**src/rtl/mux_regfile_pkg.sv**
```systemverilog
// -----------------------------------------------------------------------------
// mux_regfile_pkg
// Shared definitions for the pin-multiplexed register file and the chip top.
// These are the default geometry values, the sequencer phase type, and helpers
// that derive the beat count and the beat-index width from XLEN and BUS_W.
// -----------------------------------------------------------------------------
package mux_regfile_pkg;

    localparam int XLEN_DEFAULT     = 32;
    localparam int BUS_W_DEFAULT    = 8;
    localparam int NREGS_DEFAULT    = 16;
    localparam int ZERO_REG_DEFAULT = 1;

    // The sequencer is either idle or running beats of a transaction.
    typedef enum logic {
        PH_IDLE   = 1'b0,
        PH_ACTIVE = 1'b1
    } phase_e;

    // Number of bus beats needed to move one register word.
    function automatic int beatsCount(input int xlen, input int busW);
        return xlen / busW;
    endfunction

    // Width of the beat index. It never drops below one bit, so the
    // single-beat case still has a legal vector.
    function automatic int beatsWidth(input int xlen, input int busW);
        int beats;
        beats = xlen / busW;
        return (beats > 1) ? $clog2(beats) : 1;
    endfunction

endpackage

```
**src/rtl/mux_phase_ctr.sv**
```systemverilog
// -----------------------------------------------------------------------------
// mux_phase_ctr
// Beat sequencer for the multiplexed register file. It accepts a transaction
// request, steps the beat index LSB-first, and holds that index while stall is
// high. On the final unstalled beat it pulses done, and it can chain directly
// into a new transaction on that same cycle.
//
// Ports
//   clk        : clock; all state changes on its rising edge
//   rst        : synchronous active-high reset
//   start      : transaction request
//   stall      : freezes the current beat while high
//   accept     : start is being taken this cycle
//   busy       : a transaction is in its beat phase
//   beat_valid : current cycle is an active beat
//   beat_idx   : index of the current beat (0 when idle)
//   done       : single-cycle pulse on the unstalled last beat
// -----------------------------------------------------------------------------
module mux_phase_ctr
    import mux_regfile_pkg::*;
#(
    parameter int BEATS = 4,
    parameter int BW    = 2
) (
    input  logic          clk,
    input  logic          rst,
    input  logic          start,
    input  logic          stall,
    output logic          accept,
    output logic          busy,
    output logic          beat_valid,
    output logic [BW-1:0] beat_idx,
    output logic          done
);

    localparam logic [BW-1:0] LAST_IDX = BW'(BEATS - 1);

    phase_e        state_q, state_d;
    logic [BW-1:0] idx_q, idx_d;
    logic          lastBeat;

    always_ff @(posedge clk) begin
        if (rst) begin
            state_q <= PH_IDLE;
            idx_q   <= '0;
        end else begin
            state_q <= state_d;
            idx_q   <= idx_d;
        end
    end

    // The index is forced back to zero whenever the sequencer goes idle.
    // Because of that, beat_idx reads 0 outside a transaction without any
    // extra masking. A start is taken only when idle or on the completing
    // last beat, which is what allows back-to-back transactions with no gap.
    always_comb begin
        state_d    = state_q;
        idx_d      = idx_q;
        busy       = (state_q == PH_ACTIVE);
        beat_valid = busy;
        beat_idx   = idx_q;
        lastBeat   = busy && (idx_q == LAST_IDX);
        done       = lastBeat && !stall;
        accept     = start && !rst && (!busy || done);

        case (state_q)
            PH_IDLE: begin
                if (accept) begin
                    state_d = PH_ACTIVE;
                    idx_d   = '0;
                end
            end
            PH_ACTIVE: begin
                if (!stall) begin
                    if (lastBeat) begin
                        idx_d   = '0;
                        state_d = accept ? PH_ACTIVE : PH_IDLE;
                    end else begin
                        idx_d = idx_q + BW'(1);
                    end
                end
            end
            default: begin
                state_d = PH_IDLE;
                idx_d   = '0;
            end
        endcase
    end

endmodule

```
**src/rtl/mux_register_file.sv**
```systemverilog
// -----------------------------------------------------------------------------
// mux_register_file
// Register file whose read and write data move over narrow pin buses, one
// BUS_W slice per beat and LSB-first. A transaction latches two read
// addresses, a write address and a write flag. It then streams both read
// words out while it assembles the write word from rd_dat. The write commits
// on the last unstalled beat, so reads within the same transaction always
// see the old contents.
//
// Ports
//   clk, rst            : clock and synchronous active-high reset
//   start, we           : transaction request and its write flag
//   stall               : hold the current beat
//   rs1_addr, rs2_addr  : read register indices
//   rd_addr             : write register index
//   rd_dat              : write-data beat
//   rs1_dat, rs2_dat    : read-data beats (0 outside active beats)
//   beat_valid, beat_idx: active-beat flag and index
//   busy, done          : transaction in progress / last-beat pulse
// -----------------------------------------------------------------------------
module mux_register_file
    import mux_regfile_pkg::*;
#(
    parameter  int XLEN     = XLEN_DEFAULT,
    parameter  int BUS_W    = BUS_W_DEFAULT,
    parameter  int NREGS    = NREGS_DEFAULT,
    parameter  int ZERO_REG = ZERO_REG_DEFAULT,
    localparam int BEATS    = beatsCount(XLEN, BUS_W),
    localparam int AW       = $clog2(NREGS),
    localparam int BW       = beatsWidth(XLEN, BUS_W)
) (
    input  logic             clk,
    input  logic             rst,
    input  logic             start,
    input  logic             stall,
    input  logic             we,
    input  logic [AW-1:0]    rs1_addr,
    input  logic [AW-1:0]    rs2_addr,
    input  logic [AW-1:0]    rd_addr,
    input  logic [BUS_W-1:0] rd_dat,
    output logic [BUS_W-1:0] rs1_dat,
    output logic [BUS_W-1:0] rs2_dat,
    output logic             beat_valid,
    output logic [BW-1:0]    beat_idx,
    output logic             busy,
    output logic             done
);

    // Reject geometries the slicing logic cannot handle.
    if ((XLEN % BUS_W) != 0) begin : gBadBusWidth
        $error("mux_register_file: XLEN must be a multiple of BUS_W");
    end
    if ((NREGS < 2) || ((NREGS & (NREGS - 1)) != 0)) begin : gBadRegCount
        $error("mux_register_file: NREGS must be a power of two (>= 2)");
    end

    logic [XLEN-1:0] regs_q [NREGS];
    logic [AW-1:0]   rs1A_q, rs1A_d;
    logic [AW-1:0]   rs2A_q, rs2A_d;
    logic [AW-1:0]   rdA_q, rdA_d;
    logic            we_q, we_d;
    logic [XLEN-1:0] asm_q, asm_d;
    logic [XLEN-1:0] rs1Word, rs2Word;
    logic            accept;
    logic            commitEn;

    mux_phase_ctr #(
        .BEATS (BEATS),
        .BW    (BW)
    ) uPhaseCtr (
        .clk        (clk),
        .rst        (rst),
        .start      (start),
        .stall      (stall),
        .accept     (accept),
        .busy       (busy),
        .beat_valid (beat_valid),
        .beat_idx   (beat_idx),
        .done       (done)
    );

    // The transaction fields are captured only when a start is accepted.
    // A start seen while busy on a non-final beat therefore leaves the
    // running transaction untouched.
    always_comb begin
        rs1A_d = rs1A_q;
        rs2A_d = rs2A_q;
        rdA_d  = rdA_q;
        we_d   = we_q;
        if (accept) begin
            rs1A_d = rs1_addr;
            rs2A_d = rs2_addr;
            rdA_d  = rd_addr;
            we_d   = we;
        end
    end

    // The assembly buffer takes one slice per unstalled beat. On the last
    // beat, asm_d already contains the final slice, so the commit writes
    // asm_d directly instead of waiting a cycle for asm_q to catch up.
    // Writes to a hardwired zero register are dropped here.
    always_comb begin
        asm_d = asm_q;
        if (beat_valid && !stall) begin
            asm_d[int'(beat_idx)*BUS_W +: BUS_W] = rd_dat;
        end
        commitEn = done && we_q && !((ZERO_REG != 0) && (rdA_q == '0));
    end

    always_ff @(posedge clk) begin
        if (rst) begin
            rs1A_q <= '0;
            rs2A_q <= '0;
            rdA_q  <= '0;
            we_q   <= 1'b0;
            asm_q  <= '0;
            for (int i = 0; i < NREGS; i++) begin
                regs_q[i] <= '0;
            end
        end else begin
            rs1A_q <= rs1A_d;
            rs2A_q <= rs2A_d;
            rdA_q  <= rdA_d;
            we_q   <= we_d;
            asm_q  <= asm_d;
            if (commitEn) begin
                regs_q[rdA_q] <= asm_d;
            end
        end
    end

    // Reads come straight from the array with no bypass from the assembly
    // buffer. Both read buses are zeroed outside active beats.
    always_comb begin
        rs1Word = regs_q[rs1A_q];
        rs2Word = regs_q[rs2A_q];
        if ((ZERO_REG != 0) && (rs1A_q == '0)) rs1Word = '0;
        if ((ZERO_REG != 0) && (rs2A_q == '0)) rs2Word = '0;
        rs1_dat = '0;
        rs2_dat = '0;
        if (beat_valid) begin
            rs1_dat = rs1Word[int'(beat_idx)*BUS_W +: BUS_W];
            rs2_dat = rs2Word[int'(beat_idx)*BUS_W +: BUS_W];
        end
    end

endmodule
```
**config.mk**
```make
export PLATFORM = sky130hd
export DESIGN_NAME = mux_register_file
export DESIGN_NICKNAME = d
export VERILOG_FILES = /design/src/rtl/mux_regfile_pkg.sv /design/src/rtl/mux_phase_ctr.sv /design/src/rtl/mux_register_file.sv
export SDC_FILE = /design/constraint.sdc
export NUM_CORES = 1
export LEC_CHECK = 0
export CAP_MARGIN = 20
export CORE_UTILIZATION = 35
export CTS_BUF_LIST = sky130_fd_sc_hd__clkbuf_8
export DETAILED_ROUTE_END_ITERATION = 8
export PLACE_DENSITY = 0.55
export SYNTH_ARGS = -nofsm -noshare
export SYNTH_HDL_FRONTEND = slang
export SYNTH_HIERARCHICAL = 1
export SYNTH_SLANG_ARGS = --single-unit
```
**constraint.sdc**
```tcl
create_clock -name clk -period 3.61 [get_ports clk]
set_input_delay 0.722 -clock clk [delete_from_list [all_inputs] [get_ports clk]]
set_output_delay 0.722 -clock clk [all_outputs]
set_load 0.05 [all_outputs]
```
# Word-level counts from Yosys, hierarchy flattened
# Memory sizes are Yosys's and may differ from the RTL's. A register that Yosys moved wholly into a read port is not among the register bits.
# Index checks and enable logic that the tools add are counted.
# W data, S select, Z words.
# totals
output_inout_bits	21
memories	1
in_bits	25
register_bits	48
ram_bits	512
elab_cells	61
# mem_list
name	words	width	rd	rd_ports_with_merged_regs	write_ports	line_no	rtl
regs_q	16	32	2	2	16	mux_register_file.sv:57	logic [XLEN-1:0] regs_q [NREGS];
# op_classes
n_eq_ne	3
reduce_logical	17
mux	26
add_sub_neg	2
shifts	4
n_bitwise	1
# op_table
op	n
$mux W32	4
$shiftx A32 B6 Y8	2
$neg A5 Y33	1
$shift A8 B33 Y32 const A	1
$shiftx A8 B33 Y32	1
$bwmux W32	1
$reduce_or A32 Y1	1
$mux W4	5
$mux W8	2
$logic_not A4 Y1	3
$mux W1	9
$logic_and A1 B1 Y1	7
$mux W2	3
$logic_not A1 Y1	4
$ne A2 B2 Y1 const B	2
$pmux W2 S2	1
$add A2 B1 Y2 const B	1
$eq A2 B2 Y1 const B	1
$pmux W1 S2	1
$reduce_and A2 Y1	1
$logic_or A1 B1 Y1	1
$not A1 Y1	1

# Logic depth before layout (Yosys ltp)
# depth
depth_word	10
ltp_mapped	10
depth_no_buf	7

# Modules after synthesis
# The synthesis kept the hierarchy.
# by_module_without_submodules
mod	seq_area_each_um2	instances	cells_each	area_per_inst_um2
mux_register_file	16435.8	1	1869	27805.4
mux_phase_ctr	60.1	1	19	166.4

# Worst setup path after synthesis
# Ideal clock, no wire load.
# synth_path
path_type	reg2reg
from	register uPhaseCtr.idx_q[1], in the netlist uPhaseCtr/beat_idx[1]
to	memory regs_q[15][0] in the netlist's numbering, enable pin
n_path_buf	0
required_ps	3216
t_arrival_ps	3322
path_slack_ps	-106
period_less_slack_ps	3716
setup_time_ps	394
path_stages_with_launch	8
cell_sequence	dfxtp_1 ha_1 inv_1 nor2_1 nand3b_1 nor3_1 nand3_1 nand2b_1
# synth_lines
item	line_no	rtl
start: declaration	mux_phase_ctr.sv:39	logic [BW-1:0] idx_q, idx_d;
start signal: assignment	mux_phase_ctr.sv:48	idx_q <= idx_d;
end: declaration	mux_register_file.sv:57	

==> results.yml <==
worst_setup_path:
  worst-setup-path-type: "reg2out"
  worstPathMaxFanout: 5
  critPathMaxStageDelay_ns: 0.54
  critical_path.endpoint_type: "output pin"
  worst_r2r_startpoint: "uPhaseCtr/beat_idx[0]"
  cp.arrival_ns: 3.02
  critical_path.cell_chain: "buf_12 > bufbuf_16 > mux4_2 > mux2_2 > o22ai_1 > a21oi_2 > a2bb2oi_4 > buf_6"
  critical-path-top-delay-family: "multiplexers"
  r2r-end: "regs_q[12][10]"
  cp_data_required_time_ns: 2.89
  worstSetupStartpointType: "flip-flop"
  r2r_cells: 9
  worst_path_max_delay_cell: "sky130_fd_sc_hd__mux4_2"
  crit_path_buffers_inverters: 3
  rrSetupSlack_ns: 0.87
drt:
  detail_route.first_pass.iterations: 6
  drt_iter0_drc: 2569
  routedWlPerCell_um: 29.6
  route.vias.total: 18868
  route.detailed.drc: 0
  routed_wl_um: 96100
  postRouteAntennaNets: 0
  vias_per_cell: 5.81
floorplan:
  fp.coreArea_um2: 79000
  floorplan.die.width_um: 285
  row_count: 103
  dieHeight_um: 285
  ios: 46
  initial_utilization: 0.354
  floorplan.die_area_um2: 81100
synthesis:
  top_cell_type_s_share_of_synthesized_area: 0.550
  synth.top_cells.by_area: "sky130_fd_sc_hd__edfxtp_1 (55%), sky130_fd_sc_hd__mux4_2 (22%), sky130_fd_sc_hd__nor2_1 (7.2%)"
  mappedNetlistArea_um2: 28000
  number_of_warnings_issued_by_yosys: 6
  synth_area_leader_cell: "sky130_fd_sc_hd__edfxtp_1"
  postSynthCellCount: 1888
  synth-edff-count: 512
  synth_sequential_area_ratio: 0.590
  async_set_or_reset_flop_fraction_in_the_synthesized_netlist: 0
  synthDistinctLibCells: 46
  yosys_most_used_dff: "sky130_fd_sc_hd__edfxtp_1"
  syn_avg_cell_area_um2: 14.8
  ys_ff_latch: 568
pwr:
  cellInternalPower_mw: 10.9
  power_switching_share: 0.254
  p_switching_mw: 3.72
  pwr-share-comb: 0.111
  power.ir.vdd_worst_mv: 0.231
  power_per_cell_area_nw_per_um2: 433
  seqPwrFrac: 0.514
  clockPowerShare: 0.375
  leakagePower_nw: 10.9
cts:
  cts.path.max_buffers: 3
  number_of_cts_inserted_buffers: 97
  postCtsHoldBufs: 0
  worstSkewPairLatency_ns: 0.70
  cts_tree: "done"
  numClockSinks: 568
  cts.reportedPaths.clkPinSlew_ns: 0.06
  cts-htree-levels: 3
  clock_tree.root_cell: "sky130_fd_sc_hd__clkbuf_8"
job:
  timing.max_cap.violations: 0
timing:
  setup_total_negative_slack_ns: -0.941
  fmaxAchievable_mhz: 267
  finalHoldViolCount: 0
  setup_viol: 11
  worst_slack_ns: -0.134
  slew_violations: 0
  timing_worst_slew_pin_value_ns: 0.740
  layout_min_cycle_time_ns: 3.74
  setup_repair_after_global_routing_missed_its_margin: "yes"
  slew-limit-headroom: 0.507
  layout_worst_path_cycle_share: 1.04
  final_setup_skew_ns: 0.0365
  fin_hold_ws_ns: 0.514
run_status:
  failed_checks: "setup timing"
  status: "complete, but fails checks"
grt:
  grt_remaining_overflow: 0
  initial_antenna_violation_count: 2
  vias_in_the_first_global_route: 19158
  maximum_number_of_pins_on_one_net_before_global_route_repair: 97
  first_pass_grt_wire_length_um: 137000
  grt_usage: 0.238
place:
  dp_hpwl_um: 56500
  io_buffer_count: 45
  gp_congestion: 0.841
  placed_area_um2: 30700
worst_hold_path:
  whs_path_depth: 2
  hold_crit_path_type: "reg2reg"
  worst_hold_path.endpoint: "we_q"
  hp-start: "we_q"
layout:
  area_growth_pct: 20.9
  final_area_um2: 33800
  mostFrequentLayoutCell: "sky130_fd_sc_hd__nor2_1"
  layout.nets: 2142
  drive_above_1_share: 0.342
  mostFrequentLayoutCells: "sky130_fd_sc_hd__nor2_1 (532), sky130_fd_sc_hd__edfxtp_1 (512), sky130_fd_sc_hd__mux4_2 (276)"
==> what timing repair did <==
item / in CTS / in global routing
cloned: 5 / 1
gates resized for setup: 124 / 52
buffers inserted: 52 / 15
endpoints found under the setup margin: 16 / 16
pin swaps: 8 / 21
==> kinds of logic after synthesis <==
logic type | count (synthesis) | share of synthesized area
flip-flops | 568 | 0.590
adder cells (fa/ha/maj) | 6 | 0.00268
buffers and inverters | 181 | 0.0306
AND/OR/NAND/NOR | 653 | 0.0947
other | 1 | 0.000134
multiplexers | 367 | 0.255
AO/OA/AOI/OAI | 112 | 0.0272
==> state kept, by name (all words and copies together), names as in the netlist, named ones only <==
signal / cells
asm_q: 32
rs2A_q: 4
rdA_q: 4
rs1A_q: 4
uPhaseCtr/beat_idx: 2
we_q: 1
regs_q: 512
uPhaseCtr/beat_valid: 1
==> Yosys cell counts (2+ instances only) <==
cell type and instances:
sky130_fd_sc_hd__a211oi_1 5, sky130_fd_sc_hd__a21oi_1 16, sky130_fd_sc_hd__a22oi_1 52, sky130_fd_sc_hd__and2_1 2
sky130_fd_sc_hd__and3_1 2, sky130_fd_sc_hd__buf_1 6, sky130_fd_sc_hd__buf_2 50, sky130_fd_sc_hd__buf_4 24
sky130_fd_sc_hd__buf_6 3, sky130_fd_sc_hd__clkbuf_1 91, sky130_fd_sc_hd__clkinv_1 2, sky130_fd_sc_hd__dfxtp_1 56
sky130_fd_sc_hd__edfxtp_1 512, sky130_fd_sc_hd__ha_1 6, sky130_fd_sc_hd__inv_1 5, sky130_fd_sc_hd__mux2_2 4
sky130_fd_sc_hd__mux2i_1 87, sky130_fd_sc_hd__mux4_2 276, sky130_fd_sc_hd__nand2_1 36, sky130_fd_sc_hd__nand2_2 2
sky130_fd_sc_hd__nand2b_1 22, sky130_fd_sc_hd__nand3_1 22, sky130_fd_sc_hd__nand3b_1 3, sky130_fd_sc_hd__nor2_1 540
sky130_fd_sc_hd__nor2b_1 7, sky130_fd_sc_hd__nor3_1 6, sky130_fd_sc_hd__nor3_2 2, sky130_fd_sc_hd__nor4b_2 2
sky130_fd_sc_hd__o2111ai_1 3, sky130_fd_sc_hd__o211ai_1 4, sky130_fd_sc_hd__o21ai_0 16, sky130_fd_sc_hd__o21ai_1 2
sky130_fd_sc_hd__o22ai_1 7, sky130_fd_sc_hd__o311ai_0 2, sky130_fd_sc_hd__or4_1 2
==> layer usage <==
layer	GRT usage	up-vias	wire [µm]
li1	-	7694	-
met1	0.329	9856	39200
met2	0.358	1133	43200
met3	0.0714	185	10700
met4	0.0747	0	2900
met5	0	-	0
==> layout make-up <==
cell class / count / area (µm²)
Timing Repair Buffer: 267 / 2930
Clock inverter: 78 / 383
Inverter: 7 / 26.3
Fill cell: 7061 / 45200
Antenna cell: 2 / 5.00
Clock buffer: 103 / 1420
Multi-Input combinational cell: 1170 / 11200
Tap cell: 1050 / 1310
Sequential cell: 568 / 16500
==> power by group through the flow <==
stage               combinational [mW]  sequential [mW]  clock [mW]
finish                            1.63             7.52        5.50
detailed placement                1.42             7.66           0
global route                      1.69             7.54        5.87
floorplan                        0.894             7.59           0
global placement                  1.41             7.64           0
CTS                               1.58             7.51        5.59
==> per-stage QoR <==
step	utilization	total power, mW	setup WS, ns	std cells
finish	0.428	14.6	-0.134	3245
global route	0.428	15.1	-0.204	3245
CTS	0.425	14.7	-0.209	3236
detailed placement	0.388	9.08	0.266	2999
global placement	0.388	9.06	0.280	2999
floorplan	-	8.48	-0.00177	1919
==> worst min-delay path: stages, from the launching register on <==
cell and delay (ns):
sky130_fd_sc_hd__dfxtp_1 0.33, sky130_fd_sc_hd__mux2i_1 0.07, sky130_fd_sc_hd__nor2_1 0.08
==> worst max path at each step <==
stage / to / slack, ns / cells after the start
floorplan: regs_q[1][0] / -0.002 / 7
global placement: rs2_dat[6] / 0.28 / 8
detailed placement: rs2_dat[7] / 0.27 / 6
CTS: rs2_dat[6] / -0.21 / 8
global route: rs2_dat[1] / -0.20 / 8
finish: rs1_dat[7] / -0.13 / 8
No activity file was read; power rests on OpenSTA's default activity.
